`config.mk`:
```
export PLATFORM = sky130hd
export DESIGN_NAME = serial_addsub_flat
export DESIGN_NICKNAME = d
export VERILOG_FILES = /design/src/rtl/serial_addsub_if.sv /design/src/rtl/serial_addsub.sv /design/src/flat_wrapper.sv
export SDC_FILE = /design/constraint.sdc
export NUM_CORES = 1
export LEC_CHECK = 0
export CAP_MARGIN = 20
export CORE_ASPECT_RATIO = 1.25
export CORE_MARGIN = 2
export CORE_UTILIZATION = 46
export DETAILED_ROUTE_END_ITERATION = 16
export HOLD_SLACK_MARGIN = 0.06
export PLACE_DENSITY = 0.74
export SLEW_MARGIN = 20
export SYNTH_ARGS = -nofsm -noshare
export SYNTH_HDL_FRONTEND = slang
export SYNTH_SLANG_ARGS = --single-unit
```
`constraint.sdc`:
```
create_clock -name i_clk -period 1.4 [get_ports i_clk]
set_input_delay 0.14 -clock i_clk [delete_from_list [all_inputs] [get_ports i_clk]]
set_output_delay 0.14 -clock i_clk [all_outputs]
set_load 0.05 [all_outputs]
```
`src/rtl/serial_addsub_if.sv`:
```
// Request/response bundle for the bit-serial adder/subtractor.
// Signal direction prefixes are from the arithmetic unit's point of view.
interface serial_addsub_if #(
    parameter int WIDTH = 8
);
    logic             i_start;
    logic             i_sub;
    logic [WIDTH-1:0] i_a;
    logic [WIDTH-1:0] i_b;
    logic             o_busy;
    logic             o_done;
    logic [WIDTH-1:0] o_s;
    logic             o_cout;
    logic             o_ovf;

    // Requester side: launches operations and consumes results.
    modport master (
        output i_start, i_sub, i_a, i_b,
        input  o_busy, o_done, o_s, o_cout, o_ovf
    );

    // Arithmetic unit side.
    modport slave (
        input  i_start, i_sub, i_a, i_b,
        output o_busy, o_done, o_s, o_cout, o_ovf
    );
endinterface

```
`src/rtl/serial_addsub.sv`:
```
// Bit-serial adder/subtractor: a single full-adder cell with a carry flop
// walks the operands LSB first, one bit per clock. Subtraction is A + ~B + 1
// by inverting B at load time and seeding the carry with 1.
module serial_addsub #(
    parameter int WIDTH = 8
) (
    input  logic           i_clk,
    input  logic           i_rst,
    serial_addsub_if.slave bus
);
    localparam int CW = $clog2(WIDTH) + 1;

    typedef enum logic [1:0] {
        IDLE  = 2'd0,
        SHIFT = 2'd1,
        FIN   = 2'd2
    } state_t;

    state_t           r_state;
    logic [WIDTH-1:0] r_a;
    logic [WIDTH-1:0] r_b;
    logic [WIDTH-1:0] r_res;
    logic [WIDTH-1:0] r_s;
    logic [CW-1:0]    r_cnt;
    logic             r_carry;
    logic             r_busy;
    logic             r_done;
    logic             r_cout;
    logic             r_ovf;

    // Full-adder cell on the current LSBs.
    wire w_sum  = r_a[0] ^ r_b[0] ^ r_carry;
    wire w_c    = (r_a[0] & r_b[0]) | (r_carry & (r_a[0] ^ r_b[0]));
    // Bit now being summed is the MSB; r_carry is its carry-in.
    wire w_last = (r_cnt == CW'(WIDTH - 1));
    wire [WIDTH-1:0] w_res_next = {w_sum, r_res[WIDTH-1:1]};

    // Control FSM and datapath; all outputs are registered here.
    always_ff @(posedge i_clk or posedge i_rst) begin
        if (i_rst) begin
            r_state <= IDLE;
            r_a     <= '0;
            r_b     <= '0;
            r_res   <= '0;
            r_s     <= '0;
            r_cnt   <= '0;
            r_carry <= 1'b0;
            r_busy  <= 1'b0;
            r_done  <= 1'b0;
            r_cout  <= 1'b0;
            r_ovf   <= 1'b0;
        end else begin
            case (r_state)
                // FIN is the last busy cycle; a START seen on its exit edge is
                // accepted directly so a held START yields one op per
                // WIDTH+1 cycles.
                IDLE, FIN: begin
                    r_done <= 1'b0;
                    if (bus.i_start) begin
                        r_a     <= bus.i_a;
                        r_b     <= bus.i_sub ? ~bus.i_b : bus.i_b;
                        r_carry <= bus.i_sub;
                        r_cnt   <= '0;
                        r_busy  <= 1'b1;
                        r_state <= SHIFT;
                    end else begin
                        r_busy  <= 1'b0;
                        r_state <= IDLE;
                    end
                end
                SHIFT: begin
                    r_a     <= r_a >> 1;
                    r_b     <= r_b >> 1;
                    r_res   <= w_res_next;
                    r_carry <= w_c;
                    r_cnt   <= r_cnt + CW'(1);
                    if (w_last) begin
                        r_s     <= w_res_next;
                        r_cout  <= w_c;
                        r_ovf   <= r_carry ^ w_c;
                        r_done  <= 1'b1;
                        r_state <= FIN;
                    end
                end
                default: begin
                    r_busy  <= 1'b0;
                    r_done  <= 1'b0;
                    r_state <= IDLE;
                end
            endcase
        end
    end

    assign bus.o_busy = r_busy;
    assign bus.o_done = r_done;
    assign bus.o_s    = r_s;
    assign bus.o_cout = r_cout;
    assign bus.o_ovf  = r_ovf;
endmodule
```
`src/flat_wrapper.sv`:
```
// flat-port wrapper written by rule: the top's interface ports become plain ports
module serial_addsub_flat 
#(
    parameter int WIDTH = 8
)
  (i_clk, i_rst, bus_i_start, bus_i_sub, bus_i_a, bus_i_b, bus_o_busy, bus_o_done, bus_o_s, bus_o_cout, bus_o_ovf);
  serial_addsub_if #(.WIDTH(WIDTH)) bus_i ();
  input  logic i_clk;
  input  logic i_rst;
  input wire logic [$bits(bus_i.i_start)-1:0] bus_i_start;
  input wire logic [$bits(bus_i.i_sub)-1:0] bus_i_sub;
  input wire logic [$bits(bus_i.i_a)-1:0] bus_i_a;
  input wire logic [$bits(bus_i.i_b)-1:0] bus_i_b;
  output wire logic [$bits(bus_i.o_busy)-1:0] bus_o_busy;
  output wire logic [$bits(bus_i.o_done)-1:0] bus_o_done;
  output wire logic [$bits(bus_i.o_s)-1:0] bus_o_s;
  output wire logic [$bits(bus_i.o_cout)-1:0] bus_o_cout;
  output wire logic [$bits(bus_i.o_ovf)-1:0] bus_o_ovf;
  assign bus_i.i_start = bus_i_start;
  assign bus_i.i_sub = bus_i_sub;
  assign bus_i.i_a = bus_i_a;
  assign bus_i.i_b = bus_i_b;
  assign bus_o_busy = bus_i.o_busy;
  assign bus_o_done = bus_i.o_done;
  assign bus_o_s = bus_i.o_s;
  assign bus_o_cout = bus_i.o_cout;
  assign bus_o_ovf = bus_i.o_ovf;
  serial_addsub #(.WIDTH(WIDTH)) u_core (.i_clk(i_clk), .i_rst(i_rst), .bus(bus_i));
endmodule
```
==> results.ini <==
[run_status]
run_status = complete, but fails checks
violations = setup timing

[synth]
ys_seq_area_frac = 0.568
synthTopCellsByCount = 41 x dfrtp_1, 11 x nand2_1, 9 x mux2_4, 9 x nand3_1
ys_types = 30
synthCells = 138
synth.avg_cell_area_sq_um = 13.1
ys_ff_latch = 41
netlist.top_cell.by_area = dfrtp_1
synthDominantCellAreaShare = 0.568
synth_enable_flop_cells = 0
async_flop_share = 1.00
synth.yosys.warnings = 0
synth_most_common_cell = dfrtp_1
synth.cell_area_sq_um = 1810
yosys_most_used_dff = dfrtp_1
synthesis.nets = 160
ranking_of_synthesized_cells_by_area = dfrtp_1 57%, mux2_4 7.5%, mux2_2 5.0%

[cts]
worst_skew_pair_latency_ns = 0.29
cts-buffers-inserted = 5
clkSlewWorstSetupHoldPaths_ns = 0.07
cts-root-to-sink-buffers = 2
clock_h_tree_levels = 2
cts_root_buffer = clkbuf_8
cts-hold-fix-buffers = 0
tritoncts_clock_tree = yes
postCtsSetupRepairBufs = 0
clkSinkCount = 41

[timing]
final_min_period_over_clock_period = 1.01
final_max_slew_viol_count = 0
setup-violations-final = 6
skew_ns = 0.00493
finalHoldViolCount = 0
worst_slew_margin_rel = 0.760
finalSetupTns_ns = -0.0818
finalCriticalPeriod_ns = 1.42
post-route-worst-setup-slack_ns = -0.0189
max_clock_freq_mhz = 705
worst-slew-pin-transition_ns = 0.361
rsz_0062_raised_after_global_routing = yes

[floorplanning]
ios = 32
vertical_die_dimension_um = 74.1
die_area_sq_um = 4450
fp.coreArea_sq_um = 3780
number_of_placement_rows = 25
die_x_um = 60.1
floorplan.initialDensity = 0.477

[critical_path]
timing_worst_setup_path_type = reg -> reg
worstSetupEndpoint = u_core.bus.o_s[7]
rrSetupSlack_ns = -0.02
critical_path.max_stage_delay_ns = 0.39
worst_reg2reg_path_endpoint = u_core.bus.o_s[7]
timing.critical_path.arrival_ns = 1.59
worst_ep_required_time_ns = 1.57
crit_path_start = u_core.r_cnt[1]
crit_path_max_fanout = 6
worstPathCellList = ha_2, and3b_2, and2_4, mux2_4
crit_path_top_delay_cell = dfrtp_1
ff2ff_path_depth = 4
crit_path_start_kind = flip-flop
path_buf_inv = 0
setup.worst_path.end_class = flip-flop
crit_cells = 4
critPathTopFamily = simple AND/OR/NAND/NOR gates
crit-reg2reg-launch = u_core.r_cnt[1]

[cells_and_area]
fin_area_sq_um = 2430
insertedDiodeCount = 0
final_cells = 238
drive_above_1_share = 0.326
syn2layout_area_growth_pct = 34.6
nNetsFinal = 205

[pwr]
vdd.ir_drop.worst_mv = 0.691
leakage_nw = 1.13
power_density_nw_per_um2 = 2350

[global_routing]
track_usage = 0.178
grt_pass1_wl_um = 5870
grt_start_max_net_pins = 42
antenna_violations_before_repair = 0
number_of_global_route_vias_before_repair = 1301
globalRoute.totalOverflow = 0

[place]
dp.cells = 229
gp_routability_congestion = 0.776
dpl.hpwl_um = 2480
port-buffer-count = 31
placedInstanceArea_sq_um = 2310

[flow_run]
max_cap_violations = 0

[detailed_routing]
routedWlPerCell_um = 14.8
routed_wirelength_um = 3510
routed-via-count = 1254
drtAntennaViolNets = 0
remaining_drc_errors = 0
number_of_detailed_routing_iterations_run_before_antenna_repair = 4
drt_iter0_drc = 76
via_per_inst = 5.27

[worst_hold_path]
worstHoldPathType = in -> async

[per-layer routing]
layer,share of wire,vias to the layer above,GRT usage
met2,0.52,45,0.295
met5,0,-,0
li1,-,576,-
met1,0.40,623,0.214
met4,0.025,0,0.0914
met3,0.052,10,0.0417
[per-stage QoR]
stage | hold slack (ns) | utilization | power, mW | setup slack, ns
floorplan | 0.268 | - | 3.87 | -0.0836
global placement | 0.462 | 0.610 | 4.73 | -0.0186
detailed placement | 0.472 | 0.610 | 4.87 | -0.0350
CTS | 0.237 | 0.641 | 5.76 | -0.0164
global route | 0.239 | 0.642 | 6.08 | -0.0465
finish | 0.214 | 0.642 | 5.72 | -0.0189
[report_power, final]
part | internal (mW) | total, mW | switching (mW) | leakage (nW)
Sequential | 1.73 | 2.13 | 0.398 | 0.511
Combinational | 1.42 | 2.76 | 1.34 | 0.564
Clock | 0.445 | 0.829 | 0.384 | 0.0542
[cell type report]
class / count / area [sq um]
inverters: 1 / 3.75
well taps: 54 / 67.6
repair buffers: 46 / 497
flip-flops and latches: 41 / 1030
multi-input cells: 88 / 734
clock buffers: 7 / 96.3
clock inverters: 1 / 5.00
fillers: 283 / 1350
[cell families (layout without fill, tap and decap cells)]
| logic type | count (synthesis) | in the layout | synth area share |
|---|---|---|---|
| DFF | 41 | 41 | 0.568 |
| adders and majority gates | 2 | 2 | 0.0180 |
| xor gates and xnor gates | 9 | 9 | 0.0436 |
| buffers and inverters | 10 | 55 | 0.0360 |
| muxes | 19 | 19 | 0.136 |
| and+or+nand+nor | 36 | 37 | 0.102 |
| AOI/OAI and AO/OA | 21 | 21 | 0.0970 |
[timing repair]
action,in CTS,in global routing
gates cloned,1,0
pin swaps,0,1
gates resized for setup,5,1
setup endpoints to repair,10,11
[how the worst min path moves through the flow]
stage | startpoint | end | cells after the start
after global placement | u_core.r_cnt[3] | u_core.r_cnt[3] | 1
after detailed placement | u_core.r_cnt[3] | u_core.r_cnt[3] | 1
after global routing | i_rst | u_core.bus.o_s[1] | 3
after floorplan | bus_i_a[0] | u_core.r_a[0] | 2
after CTS | i_rst | u_core.bus.o_s[2] | 3
final | i_rst | u_core.bus.o_s[2] | 3
[placed cells by master, fill, tap and decap left out, types with 2 or more instances in the layout]
master            n
mux2_2            7
clkbuf_8          7
o21ai_0           2
a22o_1            4
mux2_4           10
and2_4            2
xnor2_1           7
a22oi_1           8
xor2_1            2
mux2i_1           2
clkdlybuf4s50_1  19
nor2_1            7
nand2_1          11
buf_4            18
buf_12            8
nand3_1           9
a221o_1           7
dfrtp_1          40
[flip-flops by register name, indices dropped and copies added (netlist names)]
register and cells:
u_core.bus.o_busy 1, u_core.bus.o_cout 1, u_core.bus.o_ovf 1, u_core.bus.o_s 8, u_core.r_a 8, u_core.r_b 8
u_core.r_carry 1, u_core.r_cnt 4, u_core.r_res 7, u_core.r_state 2
[worst register-to-register path: stages, from the launching register on]
cell	delay [ns]
dfrtp_1	0.39
ha_2	0.19
and3b_2	0.21
and2_4	0.21
mux2_4	0.31
Note: power is estimated with default switching activity, not from simulation.
